### src/rtl/bmp_writer_if.sv
// Stream bundle for bmp_writer: signed accumulator results in, addressed bytes out.
//   accum_in/accum_valid/accum_ready : one colour channel per transfer (B,G,R per pixel)
//   byte_out/byte_addr/byte_valid/byte_ready : byte stream toward data memory
// The master modport is the writer; the slave modport is the producer/memory side.
interface bmp_writer_if;
  logic [31:0] accum_in;
  logic        accum_valid;
  logic        accum_ready;
  logic [7:0]  byte_out;
  logic [31:0] byte_addr;
  logic        byte_valid;
  logic        byte_ready;

  modport master (
    input  accum_in, accum_valid, byte_ready,
    output accum_ready, byte_out, byte_addr, byte_valid
  );

  modport slave (
    output accum_in, accum_valid, byte_ready,
    input  accum_ready, byte_out, byte_addr, byte_valid
  );
endinterface

### src/rtl/bmp_writer.sv
// bmp_writer: turns convolved channel results into a 24-bit BMP byte stream.
// Each accepted accumulator value is shifted right by Shift, clamped to 0..255 and written
// as one byte; rows are zero-padded to a 4-byte boundary.
// Optional feature macro BMP_WRITER_HEADER_EN: when defined, a 54-byte BMP header precedes
// the pixel data (pixels start at base + 54); when undefined, pixels start at base.
// Ports:
//   clk_i, rst_ni      clock, asynchronous active-low reset
//   start_i            one-cycle start pulse, ignored while busy
//   base_addr_i        byte address of file byte 0
//   img_width_i        pixels per row
//   img_height_i       number of rows
//   busy_o             high whenever not idle
//   done_o             one-cycle pulse after the last byte is accepted
//   bus                accumulator input stream and byte output stream
module bmp_writer #(
  parameter int unsigned Shift = 4,
  parameter int unsigned Ppm   = 2835
) (
  input  logic              clk_i,
  input  logic              rst_ni,
  input  logic              start_i,
  input  logic [31:0]       base_addr_i,
  input  logic [31:0]       img_width_i,
  input  logic [31:0]       img_height_i,
  output logic              busy_o,
  output logic              done_o,
  bmp_writer_if.master      bus
);

`ifdef BMP_WRITER_HEADER_EN
  typedef enum logic [2:0] {StIdle, StHeader, StPixel, StPad, StDone} state_e;
`else
  typedef enum logic [2:0] {StIdle, StPixel, StPad, StDone} state_e;
`endif

  state_e      state_q;
  logic [31:0] base_q, w_q, h_q, col_q, row_q, off_q;
  logic [1:0]  chan_q, pad_cnt_q, row_pad_q;
  logic [7:0]  byte_out_q;
  logic [31:0] byte_addr_q;
  logic        byte_valid_q, done_q;

  logic        load_en, acc_xfer, emit_en, last_row, empty_in;
  logic [7:0]  emit_byte, pix_byte;
  logic [1:0]  w3_lo, row_pad_in;
  logic signed [31:0] scaled;

  // Output register can take a new byte when empty or being drained this cycle.
  assign load_en  = !byte_valid_q || bus.byte_ready;
  assign acc_xfer = (state_q == StPixel) && load_en && bus.accum_valid;
  assign last_row = (row_q == h_q - 32'd1);
  assign empty_in = (img_width_i == 32'd0) || (img_height_i == 32'd0);

  // (3*W) mod 4 from the low width bits; pad brings the row up to a multiple of 4.
  assign w3_lo      = img_width_i[1:0] + {img_width_i[0], 1'b0};
  assign row_pad_in = 2'd0 - w3_lo;

  assign scaled = $signed(bus.accum_in) >>> Shift;

  always_comb begin
    pix_byte = scaled[7:0];
    if (scaled < 0) begin
      pix_byte = 8'h00;
    end else if (scaled > 32'sd255) begin
      pix_byte = 8'hFF;
    end
  end

`ifdef BMP_WRITER_HEADER_EN
  logic [5:0]  hdr_idx_q, hdr_rel;
  logic [31:0] row_bytes, file_size, hdr_word;
  logic [7:0]  hdr_byte;

  assign row_bytes = (w_q * 32'd3) + {30'd0, row_pad_q};
  assign file_size = 32'd54 + (row_bytes * h_q);
  // Every multi-byte field from offset 2 onwards sits in a 4-byte slot starting at 2 mod 4;
  // the two 16-bit fields (planes=1, bpp=24) share one slot.
  assign hdr_rel   = hdr_idx_q - 6'd2;

  always_comb begin
    hdr_word = 32'd0;
    case (hdr_rel[5:2])
      4'd0:         hdr_word = file_size;
      4'd2:         hdr_word = 32'd54;
      4'd3:         hdr_word = 32'd40;
      4'd4:         hdr_word = w_q;
      4'd5:         hdr_word = h_q;
      4'd6:         hdr_word = 32'h0018_0001;
      4'd8:         hdr_word = file_size - 32'd54;
      4'd9, 4'd10:  hdr_word = Ppm;
      default:      hdr_word = 32'd0;
    endcase
    hdr_byte = hdr_word[7:0];
    case (hdr_rel[1:0])
      2'd1:    hdr_byte = hdr_word[15:8];
      2'd2:    hdr_byte = hdr_word[23:16];
      2'd3:    hdr_byte = hdr_word[31:24];
      default: hdr_byte = hdr_word[7:0];
    endcase
    if (hdr_idx_q == 6'd0) hdr_byte = 8'h42;
    if (hdr_idx_q == 6'd1) hdr_byte = 8'h4D;
  end
`endif

  always_comb begin
    emit_en   = 1'b0;
    emit_byte = 8'h00;
    case (state_q)
`ifdef BMP_WRITER_HEADER_EN
      StHeader: begin
        emit_en   = load_en;
        emit_byte = hdr_byte;
      end
`endif
      StPixel: begin
        emit_en   = acc_xfer;
        emit_byte = pix_byte;
      end
      StPad:   emit_en = load_en;
      default: emit_en = 1'b0;
    endcase
  end

  always_ff @(posedge clk_i or negedge rst_ni) begin
    if (!rst_ni) begin
      state_q      <= StIdle;
      base_q       <= '0;
      w_q          <= '0;
      h_q          <= '0;
      col_q        <= '0;
      row_q        <= '0;
      off_q        <= '0;
      chan_q       <= '0;
      pad_cnt_q    <= '0;
      row_pad_q    <= '0;
      byte_out_q   <= '0;
      byte_addr_q  <= '0;
      byte_valid_q <= 1'b0;
      done_q       <= 1'b0;
`ifdef BMP_WRITER_HEADER_EN
      hdr_idx_q    <= '0;
`endif
    end else begin
      done_q <= 1'b0;
      if (byte_valid_q && bus.byte_ready) byte_valid_q <= 1'b0;
      if (emit_en) begin
        byte_out_q   <= emit_byte;
        byte_addr_q  <= base_q + off_q;
        byte_valid_q <= 1'b1;
        off_q        <= off_q + 32'd1;
      end

      unique case (state_q)
        StIdle: begin
          if (start_i) begin
            base_q    <= base_addr_i;
            w_q       <= img_width_i;
            h_q       <= img_height_i;
            row_pad_q <= row_pad_in;
            col_q     <= '0;
            row_q     <= '0;
            off_q     <= '0;
            chan_q    <= '0;
            pad_cnt_q <= '0;
`ifdef BMP_WRITER_HEADER_EN
            hdr_idx_q <= '0;
            state_q   <= StHeader;
`else
            state_q   <= empty_in ? StDone : StPixel;
`endif
          end
        end
`ifdef BMP_WRITER_HEADER_EN
        StHeader: begin
          if (load_en) begin
            hdr_idx_q <= hdr_idx_q + 6'd1;
            if (hdr_idx_q == 6'd53) begin
              state_q <= ((w_q == 32'd0) || (h_q == 32'd0)) ? StDone : StPixel;
            end
          end
        end
`endif
        StPixel: begin
          if (acc_xfer) begin
            if (chan_q == 2'd2) begin
              chan_q <= '0;
              if (col_q == w_q - 32'd1) begin
                col_q <= '0;
                if (row_pad_q != 2'd0) begin
                  pad_cnt_q <= '0;
                  state_q   <= StPad;
                end else if (last_row) begin
                  state_q <= StDone;
                end else begin
                  row_q <= row_q + 32'd1;
                end
              end else begin
                col_q <= col_q + 32'd1;
              end
            end else begin
              chan_q <= chan_q + 2'd1;
            end
          end
        end
        StPad: begin
          if (load_en) begin
            if (pad_cnt_q == row_pad_q - 2'd1) begin
              if (last_row) begin
                state_q <= StDone;
              end else begin
                row_q   <= row_q + 32'd1;
                state_q <= StPixel;
              end
            end else begin
              pad_cnt_q <= pad_cnt_q + 2'd1;
            end
          end
        end
        StDone: begin
          // Nothing pending, or the final byte drains this cycle.
          if (load_en) begin
            done_q  <= 1'b1;
            state_q <= StIdle;
          end
        end
        default: state_q <= StIdle;
      endcase
    end
  end

  assign bus.accum_ready = (state_q == StPixel) && load_en;
  assign bus.byte_out    = byte_out_q;
  assign bus.byte_addr   = byte_addr_q;
  assign bus.byte_valid  = byte_valid_q;
  assign busy_o          = (state_q != StIdle);
  assign done_o          = done_q;

endmodule

### src/flat_wrapper.sv
// flat-port wrapper written by rule: the top's interface ports become plain ports
module bmp_writer_flat 
#(
  parameter int unsigned Shift = 4,
  parameter int unsigned Ppm   = 2835
)
  (clk_i, rst_ni, start_i, base_addr_i, img_width_i, img_height_i, busy_o, done_o, bus_accum_in, bus_accum_valid, bus_byte_ready, bus_accum_ready, bus_byte_out, bus_byte_addr, bus_byte_valid);
  bmp_writer_if bus_i ();
  input  logic clk_i;
  input  logic rst_ni;
  input  logic start_i;
  input  logic [31:0] base_addr_i;
  input  logic [31:0] img_width_i;
  input  logic [31:0] img_height_i;
  output logic busy_o;
  output logic done_o;
  input wire logic [$bits(bus_i.accum_in)-1:0] bus_accum_in;
  input wire logic [$bits(bus_i.accum_valid)-1:0] bus_accum_valid;
  input wire logic [$bits(bus_i.byte_ready)-1:0] bus_byte_ready;
  output wire logic [$bits(bus_i.accum_ready)-1:0] bus_accum_ready;
  output wire logic [$bits(bus_i.byte_out)-1:0] bus_byte_out;
  output wire logic [$bits(bus_i.byte_addr)-1:0] bus_byte_addr;
  output wire logic [$bits(bus_i.byte_valid)-1:0] bus_byte_valid;
  assign bus_i.accum_in = bus_accum_in;
  assign bus_i.accum_valid = bus_accum_valid;
  assign bus_i.byte_ready = bus_byte_ready;
  assign bus_accum_ready = bus_i.accum_ready;
  assign bus_byte_out = bus_i.byte_out;
  assign bus_byte_addr = bus_i.byte_addr;
  assign bus_byte_valid = bus_i.byte_valid;
  bmp_writer #(.Shift(Shift), .Ppm(Ppm)) u_core (.clk_i(clk_i), .rst_ni(rst_ni), .start_i(start_i), .base_addr_i(base_addr_i), .img_width_i(img_width_i), .img_height_i(img_height_i), .busy_o(busy_o), .done_o(done_o), .bus(bus_i));
endmodule
### config.mk
export PLATFORM = sky130hd
export DESIGN_NAME = bmp_writer_flat
export DESIGN_NICKNAME = d
export VERILOG_FILES = /design/src/rtl/bmp_writer_if.sv /design/src/rtl/bmp_writer.sv /design/src/flat_wrapper.sv
export SDC_FILE = /design/constraint.sdc
export NUM_CORES = 1
export LEC_CHECK = 0
export CAP_MARGIN = 20
export CORE_MARGIN = 2
export CORE_UTILIZATION = 33
export CTS_BUF_LIST = sky130_fd_sc_hd__clkbuf_4 sky130_fd_sc_hd__clkbuf_8
export DETAILED_ROUTE_END_ITERATION = 16
export PLACE_DENSITY = 0.49
export SYNTH_ARGS = -nofsm -noshare
export SYNTH_HDL_FRONTEND = slang
export SYNTH_SLANG_ARGS = --single-unit
### constraint.sdc
create_clock -name clk_i -period 5.7 [get_ports clk_i]
set_input_delay 1.14 -clock clk_i [delete_from_list [all_inputs] [get_ports clk_i]]
set_output_delay 1.14 -clock clk_i [all_outputs]
set_load 0.1 [all_outputs]
==> report_table.html <==
<table>
<tr><th>Metric</th><th>Value</th></tr>
<tr><th colspan="2">Critical path</th></tr>
<tr><td>Critical Path Fanout Max</td><td>12</td></tr>
<tr><td>Startpoint of the most critical setup path</td><td>u_core.row_pad_q[0]$_DFFE_PN0P_</td></tr>
<tr><td>Critical Path Start Type</td><td>flop</td></tr>
<tr><td>Crit path DAT</td><td>5250 ps</td></tr>
<tr><td>Slowest cell delay on critical path</td><td>760 ps</td></tr>
<tr><td>Critical setup path kind</td><td>flop to flop</td></tr>
<tr><td>Number of cell instances on the worst register-to-register path</td><td>12</td></tr>
<tr><td>Crit path to</td><td>u_core.row_q[24]$_DFFE_PN0P_</td></tr>
<tr><td>Cell mode on critical path</td><td>sky130_fd_sc_hd__o2111ai_1</td></tr>
<tr><td>Minimum setup slack among reg-to-reg paths</td><td>980 ps</td></tr>
<tr><td>Data required time of the critical path</td><td>6230 ps</td></tr>
<tr><td>Cells along the critical path</td><td>inv_1, ha_1, nor3b_1, nand2_1, a2111oi_0, o2111ai_1, nor4_1, o2111ai_1, o41ai_2, nand4_1, or3_1, o21ai_0</td></tr>
<tr><td>R2R Path Start</td><td>u_core.row_pad_q[0]$_DFFE_PN0P_</td></tr>
<tr><td>Cell at the slowest stage of the critical path</td><td>sky130_fd_sc_hd__nor3b_1</td></tr>
<tr><td>Capturing element type of the critical path</td><td>flop</td></tr>
<tr><td>Terminus of the critical flop-to-flop path</td><td>u_core.row_q[24]$_DFFE_PN0P_</td></tr>
<tr><th colspan="2">Final layout</th></tr>
<tr><td>Area of all sequential standard cells</td><td>0.006031 sq mm</td></tr>
<tr><td>Share of layout cells above drive strength 1</td><td>0.06882</td></tr>
<tr><td>Non-Filler Instances</td><td>2,539</td></tr>
<tr><td>Multi-input logic area</td><td>0.008227 sq mm</td></tr>
<tr><td>Number of fill cells</td><td>4,558</td></tr>
<tr><td>Count of antenna diodes in the layout</td><td>0</td></tr>
<tr><td>Final net count</td><td>2,087</td></tr>
<tr><td>Post-synthesis to final-layout area growth</td><td>22.78%</td></tr>
<tr><th colspan="2">Floorplanning</th></tr>
<tr><td>Standard-cell rows</td><td>77</td></tr>
<tr><td>Die area</td><td>0.04633 sq mm</td></tr>
<tr><td>Top-level I/O count</td><td>177</td></tr>
<tr><td>Overall die height</td><td>215.3 um</td></tr>
<tr><td>Initial standard-cell utilization of the core</td><td>0.3338</td></tr>
<tr><td>Core area</td><td>0.04412 sq mm</td></tr>
<tr><td>Die span in x</td><td>215.3 um</td></tr>
<tr><th colspan="2">Drt</th></tr>
<tr><td>DRC violations left</td><td>0</td></tr>
<tr><td>Count of antenna-violating nets left after detailed routing</td><td>0</td></tr>
<tr><td>Per-cell via count in the routed design</td><td>5.132</td></tr>
<tr><td>Total length of routed wires</td><td>42.06 mm</td></tr>
<tr><td>Total iterations of the first detailed-routing run</td><td>5</td></tr>
<tr><td>Average routed wire per standard cell</td><td>16.57 um</td></tr>
<tr><td>Vias after detailed routing</td><td>13,030</td></tr>
<tr><td>Iteration-0 DRC count of the detailed router</td><td>740</td></tr>
<tr><th colspan="2">CTS</th></tr>
<tr><td>Max H-tree Level</td><td>2</td></tr>
<tr><td>Largest buffer count on any clock path</td><td>3</td></tr>
<tr><td>Clock tree root buffer cell</td><td>sky130_fd_sc_hd__clkbuf_8</td></tr>
<tr><td>Clock latency reported for the late side of the worst-skew pair</td><td>630 ps</td></tr>
<tr><td>Clock tree from TritonCTS</td><td>done</td></tr>
<tr><td># Post-CTS Setup Buffers</td><td>0</td></tr>
<tr><td>Hold bufs inserted after CTS</td><td>0</td></tr>
<tr><td>Clock buffer count from CTS</td><td>46</td></tr>
<tr><td>Resize count post-CTS</td><td>0</td></tr>
<tr><td>Clock Sink Count</td><td>241</td></tr>
<tr><td>Clock transition time at the flip-flop clock pins of the worst setup and hold paths</td><td>60 ps</td></tr>
<tr><th colspan="2">Synthesis</th></tr>
<tr><td>Per-instance average area after synthesis</td><td>8.387 sq um</td></tr>
<tr><td>Cell type with the largest total area after synthesis</td><td>sky130_fd_sc_hd__dfrtp_1</td></tr>
<tr><td>Cell types with the largest area share after synthesis</td><td>sky130_fd_sc_hd__dfrtp_1 41%, sky130_fd_sc_hd__nand2_1 10%, sky130_fd_sc_hd__xnor2_1 5.4%</td></tr>
<tr><td>Post-synthesis share of cell area spent on and, or, nand and nor gates</td><td>0.2708</td></tr>
<tr><td>Proportion of synthesized area in mux cells</td><td>0.008580</td></tr>
<tr><td>Portion of the post-synthesis area used by sequential elements</td><td>0.4095</td></tr>
<tr><td>Portion of synthesized cell area occupied by the leading cell type</td><td>0.4095</td></tr>
<tr><td>Combinational family with the most area after synthesis</td><td>simple AND/OR/NAND/NOR gates</td></tr>
<tr><td>Post-synthesis cell count</td><td>1,756</td></tr>
<tr><td>Leading cell type by number of instances after synthesis</td><td>sky130_fd_sc_hd__nand2_1</td></tr>
<tr><td>Post-synthesis share of cell area spent on xor and xnor gates</td><td>0.09218</td></tr>
<tr><td>EDFF count, synth</td><td>0</td></tr>
<tr><td>Register bit total from synthesis</td><td>241</td></tr>
<tr><td>Warnings from Yosys</td><td>0</td></tr>
<tr><td>Net count after synthesis</td><td>1,933</td></tr>
<tr><td>Primary flip-flop cell chosen by synthesis mapping</td><td>sky130_fd_sc_hd__dfrtp_1</td></tr>
<tr><td>Post-synthesis instance area</td><td>0.01473 sq mm</td></tr>
<tr><td>Compound-cell area share of the yosys netlist</td><td>0.1474</td></tr>
<tr><td>Most common library cells after synthesis</td><td>401 x sky130_fd_sc_hd__nand2_1, 241 x sky130_fd_sc_hd__dfrtp_1, 141 x sky130_fd_sc_hd__o21ai_0, 105 x sky130_fd_sc_hd__nor2_1, 90 x sky130_fd_sc_hd__xnor2_1</td></tr>
<tr><td>Share of async-settable or async-resettable flops after synthesis</td><td>1.000</td></tr>
<tr><td>Unique cell type count in the Yosys netlist</td><td>74</td></tr>
<tr><td>Adder-Cell Fraction of Synth Area</td><td>0.03789</td></tr>
<tr><th colspan="2">Power</th></tr>
<tr><td>Lkg Pwr</td><td>7.828 nW</td></tr>
<tr><td>Worst-case vdd ir drop</td><td>368.1 uV</td></tr>
<tr><td>Total power per unit cell area</td><td>499.9 mW/mm^2</td></tr>
<tr><td>Overall power consumption</td><td>9.040 mW</td></tr>
<tr><th colspan="2">Placed design</th></tr>
<tr><td>Number of port buffers</td><td>172</td></tr>
<tr><td>Post-DP HPWL</td><td>29.70 mm</td></tr>
<tr><td># placed instances</td><td>2,453</td></tr>
<tr><td>GP Congestion</td><td>0.8900</td></tr>
<tr><td>Post-place setup slack</td><td>852.0 ps</td></tr>
<tr><th colspan="2">Timing</th></tr>
<tr><td>Setup skew after layout</td><td>39.87 ps</td></tr>
<tr><td>Total Negative Setup Slacks</td><td>0 ps</td></tr>
<tr><td>Hold WS</td><td>477.7 ps</td></tr>
<tr><td>Slew @ Worst Pin</td><td>1085 ps</td></tr>
<tr><td>RSZ-0062 raised after global routing</td><td>no</td></tr>
<tr><td>Rel. slew slack</td><td>0.2742</td></tr>
<tr><td>Peak Freq</td><td>212.0 MHz</td></tr>
<tr><td>Final period utilization</td><td>0.8277</td></tr>
<tr><td>Setup-failing EPs final</td><td>0</td></tr>
<tr><td>Hold Fails Final Rpt</td><td>0</td></tr>
<tr><td>Final Max Tran Viols</td><td>0</td></tr>
<tr><td>Final worst slack</td><td>981.9 ps</td></tr>
<tr><td>Crit path time final</td><td>4718 ps</td></tr>
<tr><th colspan="2">Global route</th></tr>
<tr><td>Via count of the first global-routing pass</td><td>12,923</td></tr>
<tr><td>GRT Max-Usage Layer</td><td>met2</td></tr>
<tr><td>Global-route track usage on met3</td><td>0.03185</td></tr>
<tr><td>Residual overflow from global routing</td><td>0</td></tr>
<tr><td>Met1 Track Usage GR</td><td>0.2415</td></tr>
<tr><td>Overall track demand over capacity in global routing</td><td>0.1815</td></tr>
<tr><td>Global-route met2 utilization</td><td>0.2971</td></tr>
<tr><td>Largest net degree at the start of global routing</td><td>113</td></tr>
<tr><td>Antenna violations before repair</td><td>0</td></tr>
<tr><td>First-pass GRT wire length</td><td>68.55 mm</td></tr>
<tr><th colspan="2">Min path</th></tr>
<tr><td>Path class of the lowest-slack min-delay path</td><td>flop to flop</td></tr>
<tr><th colspan="2">Job</th></tr>
<tr><td>Maxcap violations</td><td>0</td></tr>
<tr><th colspan="2">Status</th></tr>
<tr><td>Run status</td><td>finished, final reports clean</td></tr>
</table>
power breakdown:
part | switching (mW) | internal, mW
logic | 2.87 | 1.45
clock network | 0.825 | 1.10
registers | 0.581 | 2.21
total | 4.27 | 4.77
per-stage QoR:
step | instance area [sq um] | util
floorplan | 14730 | -
global placement | 17010 | 0.3856
detailed placement | 17010 | 0.3856
CTS | 18050 | 0.4092
global route | 18080 | 0.4098
finish | 18080 | 0.4098
routing by layer:
layer / part of all wire / up-vias
met5: 0 / -
met3: 0.042 / 67
met2: 0.46 / 258
met1: 0.47 / 6216
li1: - / 6489
met4: 0.026 / 0
critical path, delay by kind of cell (launching register included):
kind	cells	cell delay, ps
compound gates	5	1480
flops	1	460
buf+inv	1	150
fa+ha+maj	1	230
simple gates	5	2330
flip-flops by register name, indices dropped and copies added (netlist names), 8 cells and up:
name / flops
u_core.h_q: 32
u_core.row_q: 32
u_core.w_q: 31
u_core.bus.byte_addr: 32
u_core.bus.byte_out: 8
u_core.base_q: 32
u_core.off_q: 32
u_core.col_q: 32
placed cells by master, fill, tap and decap left out, types with 43 or more instances in the layout:
master                            netlist  routed
sky130_fd_sc_hd__nor3_1                45      44
sky130_fd_sc_hd__nand3_1               55      55
sky130_fd_sc_hd__xnor2_1               90      90
sky130_fd_sc_hd__nor2_1               105     105
sky130_fd_sc_hd__clkdlybuf4s50_1        0     170
sky130_fd_sc_hd__dfrtp_1              241     241
sky130_fd_sc_hd__xor2_1                65      65
sky130_fd_sc_hd__a21oi_1               50      50
sky130_fd_sc_hd__clkbuf_8               0      62
sky130_fd_sc_hd__ha_1                  43      43
sky130_fd_sc_hd__o21ai_0              141     141
sky130_fd_sc_hd__nand2_1              401     400
cell families (layout without fill, tap and decap cells):
group | Yosys count | count (layout)
AND/OR/NAND/NOR | 835 | 835
multiplexers | 12 | 12
XOR/XNOR | 155 | 155
adder cells (fa/ha/maj) | 44 | 44
AO/OA/AOI/OAI | 344 | 344
flip-flops | 241 | 241
buffers and inverters | 125 | 316
cell type report:
class,count,area share
Clock inverter,11,0.005466
Inverter,42,0.008719
Tap cell,592,0.04096
Clock buffer,74,0.05217
Timing Repair Buffer,189,0.1042
Multi-Input combinational cell,1390,0.4550
Sequential cell,241,0.3335
worst min-delay path by stage:
stage	from	end	slack, ps	cells after the start
floorplan	u_core.base_q[0]$_DFFE_PN0P_	u_core.base_q[0]$_DFFE_PN0P_	450	2
global placement	u_core.bus.byte_addr[0]$_DFFE_PN0P_	u_core.bus.byte_addr[0]$_DFFE_PN0P_	460	2
detailed placement	u_core.base_q[17]$_DFFE_PN0P_	u_core.base_q[17]$_DFFE_PN0P_	470	2
CTS	u_core.bus.byte_addr[12]$_DFFE_PN0P_	u_core.bus.byte_addr[12]$_DFFE_PN0P_	490	2
global route	u_core.base_q[17]$_DFFE_PN0P_	u_core.base_q[17]$_DFFE_PN0P_	490	2
finish	u_core.bus.byte_addr[12]$_DFFE_PN0P_	u_core.bus.byte_addr[12]$_DFFE_PN0P_	480	2
Note: power is estimated with default switching activity, not from simulation.
